$ cat config.mk
export PLATFORM = sky130hd
export DESIGN_NAME = fifo_reader
export DESIGN_NICKNAME = d
export VERILOG_FILES = /design/src/rtl/fifo_reader.sv
export SDC_FILE = /design/constraint.sdc
export NUM_CORES = 1
export LEC_CHECK = 0
export CORE_MARGIN = 2
export CORE_UTILIZATION = 56
export DETAILED_ROUTE_END_ITERATION = 8
export MAX_ROUTING_LAYER = met4
export PLACE_DENSITY = 0.87
export SYNTH_ARGS = -nofsm -noshare
export SYNTH_HDL_FRONTEND = slang
export SYNTH_SLANG_ARGS = --single-unit
$ cat constraint.sdc
create_clock -name clk -period 5.3 [get_ports clk]
set_input_delay 1.06 -clock clk [delete_from_list [all_inputs] [get_ports clk]]
set_output_delay 1.06 -clock clk [all_outputs]
set_load 0.03 [all_outputs]
$ cat src/rtl/fifo_reader.sv
// -----------------------------------------------------------------------------
// fifo_reader
//
// Consumer-side controller for the main FIFO. It issues registered `read`
// pulses based on the FIFO occupancy count, captures the FIFO's registered
// output word two cycles after each read, and queues captured words in a
// 4-entry skid buffer. The buffer is presented downstream on a valid/ready
// handshake. The controller never reads an empty FIFO and never overflows its
// own buffer, and it sustains one word per cycle when downstream is ready.
//
// Parameters
//   DATA_SIZE   width of a FIFO data word
//   COUNT_SIZE  width of the FIFO occupancy count and of pop_count
//
// Ports
//   clk         clock, all state updates on the rising edge
//   reset_L     asynchronous active-low reset
//   enable      1 = new reads may be issued; in-flight reads always complete
//   fifo_empty  FIFO empty flag (sanity check only)
//   fifo_count  FIFO occupancy, updated on the edge that samples `read`
//   fifo_data   FIFO output word, valid the cycle after the FIFO samples read
//   fifo_error  FIFO error flag
//   ready_in    downstream accepts data_out this cycle
//   read        registered pop request to the FIFO
//   data_out    head of the skid buffer (0 while the buffer is empty)
//   valid_out   skid buffer non-empty
//   pop_count   words handed downstream, modulo 2^COUNT_SIZE
//   err         sticky error flag, cleared only by reset
// -----------------------------------------------------------------------------
module fifo_reader #(
    parameter int DATA_SIZE  = 6,
    parameter int COUNT_SIZE = 4
) (
    input  logic                  clk,
    input  logic                  reset_L,
    input  logic                  enable,
    input  logic                  fifo_empty,
    input  logic [COUNT_SIZE-1:0] fifo_count,
    input  logic [DATA_SIZE-1:0]  fifo_data,
    input  logic                  fifo_error,
    input  logic                  ready_in,
    output logic                  read,
    output logic [DATA_SIZE-1:0]  data_out,
    output logic                  valid_out,
    output logic [COUNT_SIZE-1:0] pop_count,
    output logic                  err
);

    localparam logic [COUNT_SIZE-1:0] CNT_ONE = {{(COUNT_SIZE-1){1'b0}}, 1'b1};

    logic                 rd_d1;
    logic                 empty_d1;
    logic [DATA_SIZE-1:0] mem [4];
    logic [1:0]           wr_ptr;
    logic [1:0]           rd_ptr;
    logic [2:0]           buf_cnt;

    logic [1:0]           pending;
    logic [3:0]           committed;
    logic                 pop;
    logic                 push;
    logic                 overflow;
    logic                 err_next;
    logic                 read_next;

    assign valid_out = (buf_cnt != 3'd0);
    // No bypass: the head is only visible once it sits in the buffer. Gating
    // with valid_out keeps the output at 0 after reset without resetting mem.
    assign data_out  = valid_out ? mem[rd_ptr] : '0;

    always_comb begin
        pending   = {1'b0, read} + {1'b0, rd_d1};
        pop       = valid_out && ready_in;
        // Slots already owned: stored words plus words still in flight, less
        // the word leaving on this edge. A new read is only issued when this
        // leaves room, so a capture can never land on a full buffer.
        committed = {1'b0, buf_cnt} + {2'b00, pending} - {3'b000, pop};
        // A capture into a full buffer is only legal if the head leaves on
        // the same edge; otherwise the word is dropped and err is raised.
        push      = rd_d1 && ((buf_cnt != 3'd4) || pop);
        overflow  = rd_d1 && (buf_cnt == 3'd4) && !pop;
        // empty_d1 holds fifo_empty as seen on the edge that sampled read,
        // so rd_d1 && empty_d1 means the FIFO was popped while empty.
        err_next  = err || fifo_error || overflow || (rd_d1 && empty_d1);
        // fifo_count lags read by one edge; comparing against the current
        // read keeps the last word from being popped twice.
        read_next = enable
                    && (fifo_count > {{(COUNT_SIZE-1){1'b0}}, read})
                    && (committed < 4'd4)
                    && !err;
    end

    // Read issue / capture / handshake control
    always_ff @(posedge clk or negedge reset_L) begin
        if (!reset_L) begin
            read      <= 1'b0;
            rd_d1     <= 1'b0;
            empty_d1  <= 1'b0;
            wr_ptr    <= 2'd0;
            rd_ptr    <= 2'd0;
            buf_cnt   <= 3'd0;
            pop_count <= '0;
            err       <= 1'b0;
        end else begin
            read     <= read_next;
            rd_d1    <= read;
            empty_d1 <= fifo_empty;
            err      <= err_next;
            if (push) begin
                wr_ptr <= wr_ptr + 2'd1;
            end
            if (pop) begin
                rd_ptr    <= rd_ptr + 2'd1;
                pop_count <= pop_count + CNT_ONE;
            end
            if (push && !pop) begin
                buf_cnt <= buf_cnt + 3'd1;
            end else if (pop && !push) begin
                buf_cnt <= buf_cnt - 3'd1;
            end
        end
    end

    // Skid buffer storage
    always_ff @(posedge clk) begin
        if (push) begin
            mem[wr_ptr] <= fifo_data;
        end
    end

endmodule

Yosys cells after proc, flatten, opt, wreduce, memory -nomap -nowiden
Memories as Yosys holds them, arrays and structs flattened.
Index checks and enable logic that the tools add are counted.
{"block": "totals", "ff_bits": 15, "ramBits": 24, "inputBits": 16, "out_inout_bits": 13, "elab_cells": 45, "n_memories": 1}
{"memory": "mem", "depth": 4, "word_bits": 6, "rd": 1, "rd_ports_with_merged_regs": 0, "write_ports": 1, "line_no": "53", "rtl": "logic [DATA_SIZE-1:0] mem [4];"}
{"block": "classes", "addsub": 8, "n_lt_le_gt_ge": 2, "n_eq_ne": 2, "n_mux": 5, "reduce_logical": 19}
{"operator": "$logic_and 1x1->1", "n": 10}
{"operator": "$mux 3", "n": 2}
{"operator": "$mux 6", "n": 1}
{"operator": "$add 2x1->2 const B", "n": 2}
{"operator": "$add 3x2->4", "n": 1}
{"operator": "$add 4x1->4 const B", "n": 1}
{"operator": "$gt 4x1->1", "n": 1}
{"operator": "$logic_or 1x1->1", "n": 4}
{"operator": "$lt 4x3->1 const B", "n": 1}
{"operator": "$sub 4x1->4", "n": 1}
{"operator": "$add 3x1->3 const B", "n": 1}
{"operator": "$eq 3x3->1 const B", "n": 1}
{"operator": "$logic_not 1->1", "n": 3}
{"operator": "$ne 3x3->1 const B", "n": 1}
{"operator": "$reduce_bool 3->1", "n": 1}
{"operator": "$sub 3x1->3 const B", "n": 1}
{"operator": "$add 1x1->2", "n": 1}
{"operator": "$mux 1", "n": 2}
{"operator": "$reduce_bool 2->1", "n": 1}

Longest topological paths before layout
Gate-level depths: netlist of run 1.
{"block": "logic_depth", "ltp_word": 8, "mapped_depth": 9, "mapped_depth_nobuf": 8}

Least setup slack after synthesis of run 1
OpenSTA, ideal clock, no wires.
{"block": "synth_timing", "kind": "input-to-reg", "start": "input port ready_in", "end": "register buf_cnt[1]", "setup_ns": 0.125, "arrival_time_ns": 2.436, "required_time_ns": 5.175, "setup_slack_ns": 2.740, "stages": 7, "n_path_buf": 1, "path_cell_list": "nor4b_4 nor2b_1 buf_6 ha_1 inv_1 fa_1 mux2_2"}
{"block": "synth_between", "elab_chain_len": 6, "elab_cells_between_ends": 9, "classes_between": "mux: 1; reduce/logical: 8"}
{"element": "start, declared", "line_no": "41", "rtl": "input logic ready_in,"}
{"element": "$logic_and 1x1->1 *", "line_no": "73", "rtl": "pop = valid_out && ready_in;"}
{"element": "$logic_or 1x1->1 *", "line_no": "80", "rtl": "push = rd_d1 && ((buf_cnt != 3'd4) || pop);"}
{"element": "$logic_and 1x1->1 *", "line_no": "80"}
{"element": "via push", "line_no": "61", "rtl": "logic push;"}
{"element": "$logic_not 1->1", "line_no": "118", "rtl": "end else if (pop && !push) begin"}
{"element": "$logic_and 1x1->1", "line_no": "118"}
{"element": "$reduce_bool 2->1 (no source line)"}
{"element": "end signal, assigned", "line_no": "117", "rtl": "buf_cnt <= buf_cnt + 3'd1;"}
{"element": "end signal, assigned", "line_no": "119", "rtl": "buf_cnt <= buf_cnt - 3'd1;"}
{"element": "end, declared", "line_no": "56", "rtl": "logic [2:0] buf_cnt;"}
The timed path passes the listed nets; every way through them passes the cells marked *.
A chain may end at the register's enable or synchronous reset.

Final worst setup path of run 1
{"block": "layout_timing", "start": "register rd_ptr[0]", "end": "output port data_out[5]"}
{"block": "layout_between", "elab_chain_len": 2}
{"element": "start, declared", "line_no": "55", "rtl": "logic [1:0] rd_ptr;"}
{"element": "start signal, assigned", "line_no": "113", "rtl": "rd_ptr <= rd_ptr + 2'd1;"}
{"element": "$mem_v2 4x6"}
{"element": "$mux 6", "line_no": "69", "rtl": "assign data_out = valid_out ? mem[rd_ptr] : '0;"}
{"element": "end, declared", "line_no": "43", "rtl": "output logic [DATA_SIZE-1:0] data_out,"}
Every way passes these cells.

==> results of run 1 <==
[critical path: cells and delay by family, from the launching register on]
kind	cells	cell delay, ns
flip-flops	1	0.65
buffers and inverters	1	0.58
multiplexers	1	0.57
AND/OR/NAND/NOR	1	0.18
[power breakdown]
| group | internal (mW) | switching, mW | leakage (nW) |
|---|---|---|---|
| Sequential | 0.362 | 0.0762 | 0.392 |
| Clock | 0.0517 | 0.0912 | 0.0293 |
| Combinational | 0.225 | 0.204 | 0.403 |
[routing by layer]
metal / track usage (%) / up-vias / part of all wire (%)
li1: - / 460 / -
met1: 21.6 / 486 / 39
met2: 35.2 / 19 / 55
met3: 6.06 / 7 / 4.2
met4: 8.57 / 0 / 2.1
met5: - / - / 0
[registers in the layout, indices dropped and copies added, names as in the netlist]
signal and cells:
rd_ptr 2, pop_count 4, err 1, buf_cnt 3, read 1, wr_ptr 2
rd_d1 1, mem 24, empty_d1 1
[layout make-up]
class	instances	area, sq um	area share, %
Sequential cell	39	1100	51.6
Multi-Input combinational cell	61	614	28.9
Clock inverter	1	5.00	0.235
Timing Repair Buffer	28	280	13.2
Inverter	8	30.0	1.41
Clock buffer	7	45.0	2.12
Tap cell	44	55.1	2.59
[placed cells by master, fill, tap and decap left out, drive strengths merged, types with 2 or more instances in the layout]
master / synthesis / layout
nor2: 2 / 2
inv: 8 / 8
o21ai: 2 / 2
nand2: 3 / 3
xor2: 5 / 5
mux4: 6 / 6
dfrtp: 15 / 15
clkbuf: 2 / 7
xnor2: 6 / 6
mux2: 3 / 3
clkdlybuf4s50: 0 / 28
ha: 10 / 10
a21oi: 2 / 2
edfxtp: 24 / 24
nand2b: 2 / 2
and2: 10 / 10
[path summary, 6_finish.rpt]
kind	start	end	slack (ns)	depth (start not counted)
worst min register to register	read	rd_d1	0.46	0
worst max-delay path	rd_ptr[0]	data_out[5]	1.91	3
min in group asynchronous	reset_L	pop_count[3]	1.11	1
max in group asynchronous	reset_L	empty_d1	3.79	1
worst min-delay path	read	rd_d1	0.46	0
worst max register to register	buf_cnt[1]	buf_cnt[2]	3.05	8
[logic make-up after synthesis]
logic type                 Yosys count  synth area share (%)
AOI/OAI and AO/OA                    6                  2.26
adders and majority gates           11                  8.20
DFF                                 39                  62.0
buffers and inverters               13                  3.32
muxes                                9                  9.97
xor gates and xnor gates            11                  5.45
and+or+nand+nor                     24                  8.84
==> out/results.ini, run 1 <==
[logic_synthesis]
synth_nets=140
ys_warn_count=0
synth.distinct_cells=28
synth.top_cell.area_share_pct=40.7
yosys-top-cells-count=edfxtp_1 (24), dfrtp_1 (15), and2_1 (10), ha_1 (10), inv_1 (8)
synth_cells=113
ys_ff_latch=39
async_flop_share_pct=38.5
synth.most_common_cell=edfxtp_1
yosysTopAreaCell=edfxtp_1
yosys-top-cells-area=edfxtp_1 (41%), dfrtp_1 (21%), mux4_2 (7.6%)
synth_edf_count=24
syn_area_per_cell_sq_um=15.7
synth.cell_area_sq_um=1770
synth-seq-area-share_pct=62.0
synth_ff_type=edfxtp_1

[sta]
layout_setup_ws_ns=1.91
hold_slack_ns=0.461
tightest_slew_ns=0.645
slew_violations=0
period_needed_ns=3.39
timing.fmax_mhz=295
relSlewSlack_pct=56.9
fin_skew_ns=0.00288
fin_crit_sh_pct=63.9
rsz0062_at_grt=false
tns_ns=0
finalHoldViolCount=0
setup_viol=0

[place]
dp_hpwl_um=2370
portBuffers=28
dp_slack_ns=2.02
routabilityCongestion=0.793
placedCellCount=180
placed_area_sq_um=2080

[die]
fp-row-count=20
dieArea_sq_um=3620
core-area_sq_um=3030
die_x_um=60.2
start_util_pct=58.4
io_pins=29
die_h_um=60.2

[cts]
cts_buffer_depth=2
cts.clk_slew.worst_paths_ns=0.11
cts_tree=yes
h-tree-depth=2
ctsHoldBuffers=0
cts_resized=0
cts.sinks=39
clock-root-buffer=clkbuf_4
postCtsSetupRepairBufs=0
clkLatencyLatePin_ns=0.34
cts_buffers=5

[route]
vias_per_cell=5.17
wl_um=3050
drc=0
first_pass_iters=4
drt_iter0_markers=22
wire_per_inst_um=16.2
ant_nets=0
vias=972

[global_route]
grt_pass1_wl_um=4860
grt_pass1_vias=1055
grt_overflow=0
antenna_found_initial=0
grt_max_degree=16
grt_usage_pct=20.4

[setup_path]
arrival_ns=2.33
path_class=reg -> out
required_ns=4.24
cp_slowest_cell=dfrtp_1
critPathMaxFanout=8
crit_chain=mux4_2, and2_1, clkdlybuf4s50_1
worst_path_largest_cell_delay_ns=0.65
cp-end-kind=output pin
start_kind=register

[power]
finalPower_mw=1.01
power_density_nw_per_um2=475
p_leak_nw=0.824
peakVddDrop_mv=0.213

[status]
status=complete, no violations

[final_layout]
drive_gt1_share_pct=11.1
fin_util_pct=70.2
diodes=0
final_nets=170
finalInstanceArea_sq_um=2130
area_growth_pct=20.2
fill_cells=197
final-instance-count-excl-fill=188

[run]
drv_cap=0

[worst_hold_path]
min_path_type=reg -> reg

Note: power is estimated with default switching activity, not from simulation.
==> run 2, diff against run 1 <==
Settings changed: CORE_UTILIZATION 56 to 52, PLACE_DENSITY 0.87 to 0.82.
Clock period 5.3 ns to 3.3 ns, I/O delays scaled along.
==> run 2 against run 1 <==
  * Combinational power grew 59%
  * Sequential share of layout area is 1.1 points lower
  * Utilization down 4.6 points
  * Sequential power increased by 60%
  * Wire length shrank 6.9%
  * Critical path depth did not move
  * First-iteration DRC count is 36% higher
  * Global-route usage shrank 2.8 points
  * Clock skew up 0.0070 ns
  * Register-to-register slack worse by 1.9 ns
  * Critical path type unchanged
  * Critical endpoint is now data_out[2]
==> out/results.ini, run 2 (synthesis results as in run 1) <==
[cts]
cts_buffer_depth=2
cts_tree=yes
cts.clk_slew.worst_paths_ns=0.11
cts.sinks=39
ctsHoldBuffers=0
cts_buffers=5
cts_resized=0
postCtsSetupRepairBufs=0
clock-root-buffer=clkbuf_4
clkLatencyLatePin_ns=0.35
h-tree-depth=2

[final_layout]
multi_input_area_sq_um=614
fin_util_pct=65.6
final_nets=171
seqCellArea_sq_um=1100
final-instance-count-excl-fill=191
fill_cells=241
largest_register=mem
area_growth_pct=22.8
final_cell_mix=clkdlybuf4s50_1 (28), edfxtp_1 (24), dfrtp_1 (15), and2_1 (10), ha_1 (10)
diodes=0
largest_reg_flops=24
drive_gt1_share_pct=13.1
layout_commonest_cell=clkdlybuf4s50_1
biggestRegsByFlops=mem: 24 flops, pop_count: 4 flops, buf_cnt: 3 flops

[die]
die_h_um=62.3
core-area_sq_um=3310
dieArea_sq_um=3890
fp-row-count=21
die_x_um=62.3
io_pins=29
start_util_pct=53.4

[sta]
layout_setup_ws_ns=0.320
tns_ns=0
finalHoldViolCount=0
fin_crit_sh_pct=90.3
fin_skew_ns=0.00992
period_needed_ns=2.98
setup_viol=0
slew_violations=0
rsz0062_at_grt=false
timing.fmax_mhz=336
tightest_slew_ns=0.660
relSlewSlack_pct=55.9

[global_route]
grt_max_degree=16
gr-usage-met3_pct=5.98
antenna_found_initial=0
grt_busiest_layer=met2
grt_use_met2_pct=29.1
grt_overflow=0
gr-usage-met1_pct=19.6
grt_usage_pct=17.6
grt_pass1_vias=1056
grt_pass1_wl_um=4900

[status]
status=complete, no violations

[route]
drc=0
vias_per_cell=5.04
vias=963
first_pass_iters=4
ant_nets=0
wire_per_inst_um=14.9
wl_um=2840
drt_iter0_markers=30

[place]
dp_hpwl_um=2100
dp_slack_ns=0.512
routabilityCongestion=0.819
portBuffers=28
placedCellCount=183

[setup_path]
start_kind=register
required_ns=2.64
worst-path-buf-inv=1
crit_chain=mux4_2, and2_1, clkdlybuf4s50_1
path_class=reg -> out
cp_top_family=flip-flops
cp_slowest_cell=dfrtp_1
cp-end-kind=output pin
critPathMaxFanout=8
worst_path_largest_cell_delay_ns=0.66
arrival_ns=2.32

[worst_hold_path]
min_path_type=reg -> reg

[power]
finalPower_mw=1.71
peakVddDrop_mv=0.360
power_density_nw_per_um2=787
p_leak_nw=0.849

[run]
drv_cap=0

==> run 2: cell count changes in the layout (fill, tap and decap cells not counted), sizes merged <==
cell,delta
buf,+1
bufinv,+1
clkbuf,-1
==> run 2: report_power, final <==
part	total (mW)	switching [mW]	internal [mW]	leakage, nW
sequential	0.700	0.119	0.581	0.392
clock	0.330	0.151	0.179	0.0482
combinational	0.681	0.322	0.359	0.408
==> run 2: cell type report <==
class | count | area share [%]
repair buffers | 29 | 13.2
multi-input cells | 61 | 28.3
flip-flops and latches | 39 | 50.5
clock buffers | 6 | 2.36
clock inverters | 2 | 1.61
inverters | 8 | 1.38
well taps | 46 | 2.65
==> run 2: layer usage <==
metal / wire (um) / up-vias
li1: - / 466
met1: 1180 / 469
met2: 1470 / 18
met3: 125 / 10
met4: 61 / 0
met5: 0 / -
==> run 2: path summary, 6_finish.rpt <==
check	start	end	slack, ns	cells after the start
setup / recovery	rd_ptr[0]	data_out[2]	0.32	3
hold / removal	read	rd_d1	0.45	0
setup reg to reg	buf_cnt[1]	buf_cnt[2]	1.15	8
hold reg to reg	read	rd_d1	0.45	0
max in group asynchronous	reset_L	buf_cnt[0]	2.17	1
min in group asynchronous	reset_L	pop_count[2]	0.70	1
==> run 2: metrics by stage <==
step | area (sq um) | hold slack [ns]
finish | 2170 | 0.446
global placement | 2090 | 0.422
global route | 2170 | 0.477
detailed placement | 2090 | 0.433
floorplan | 1770 | 0.364
CTS | 2170 | 0.458
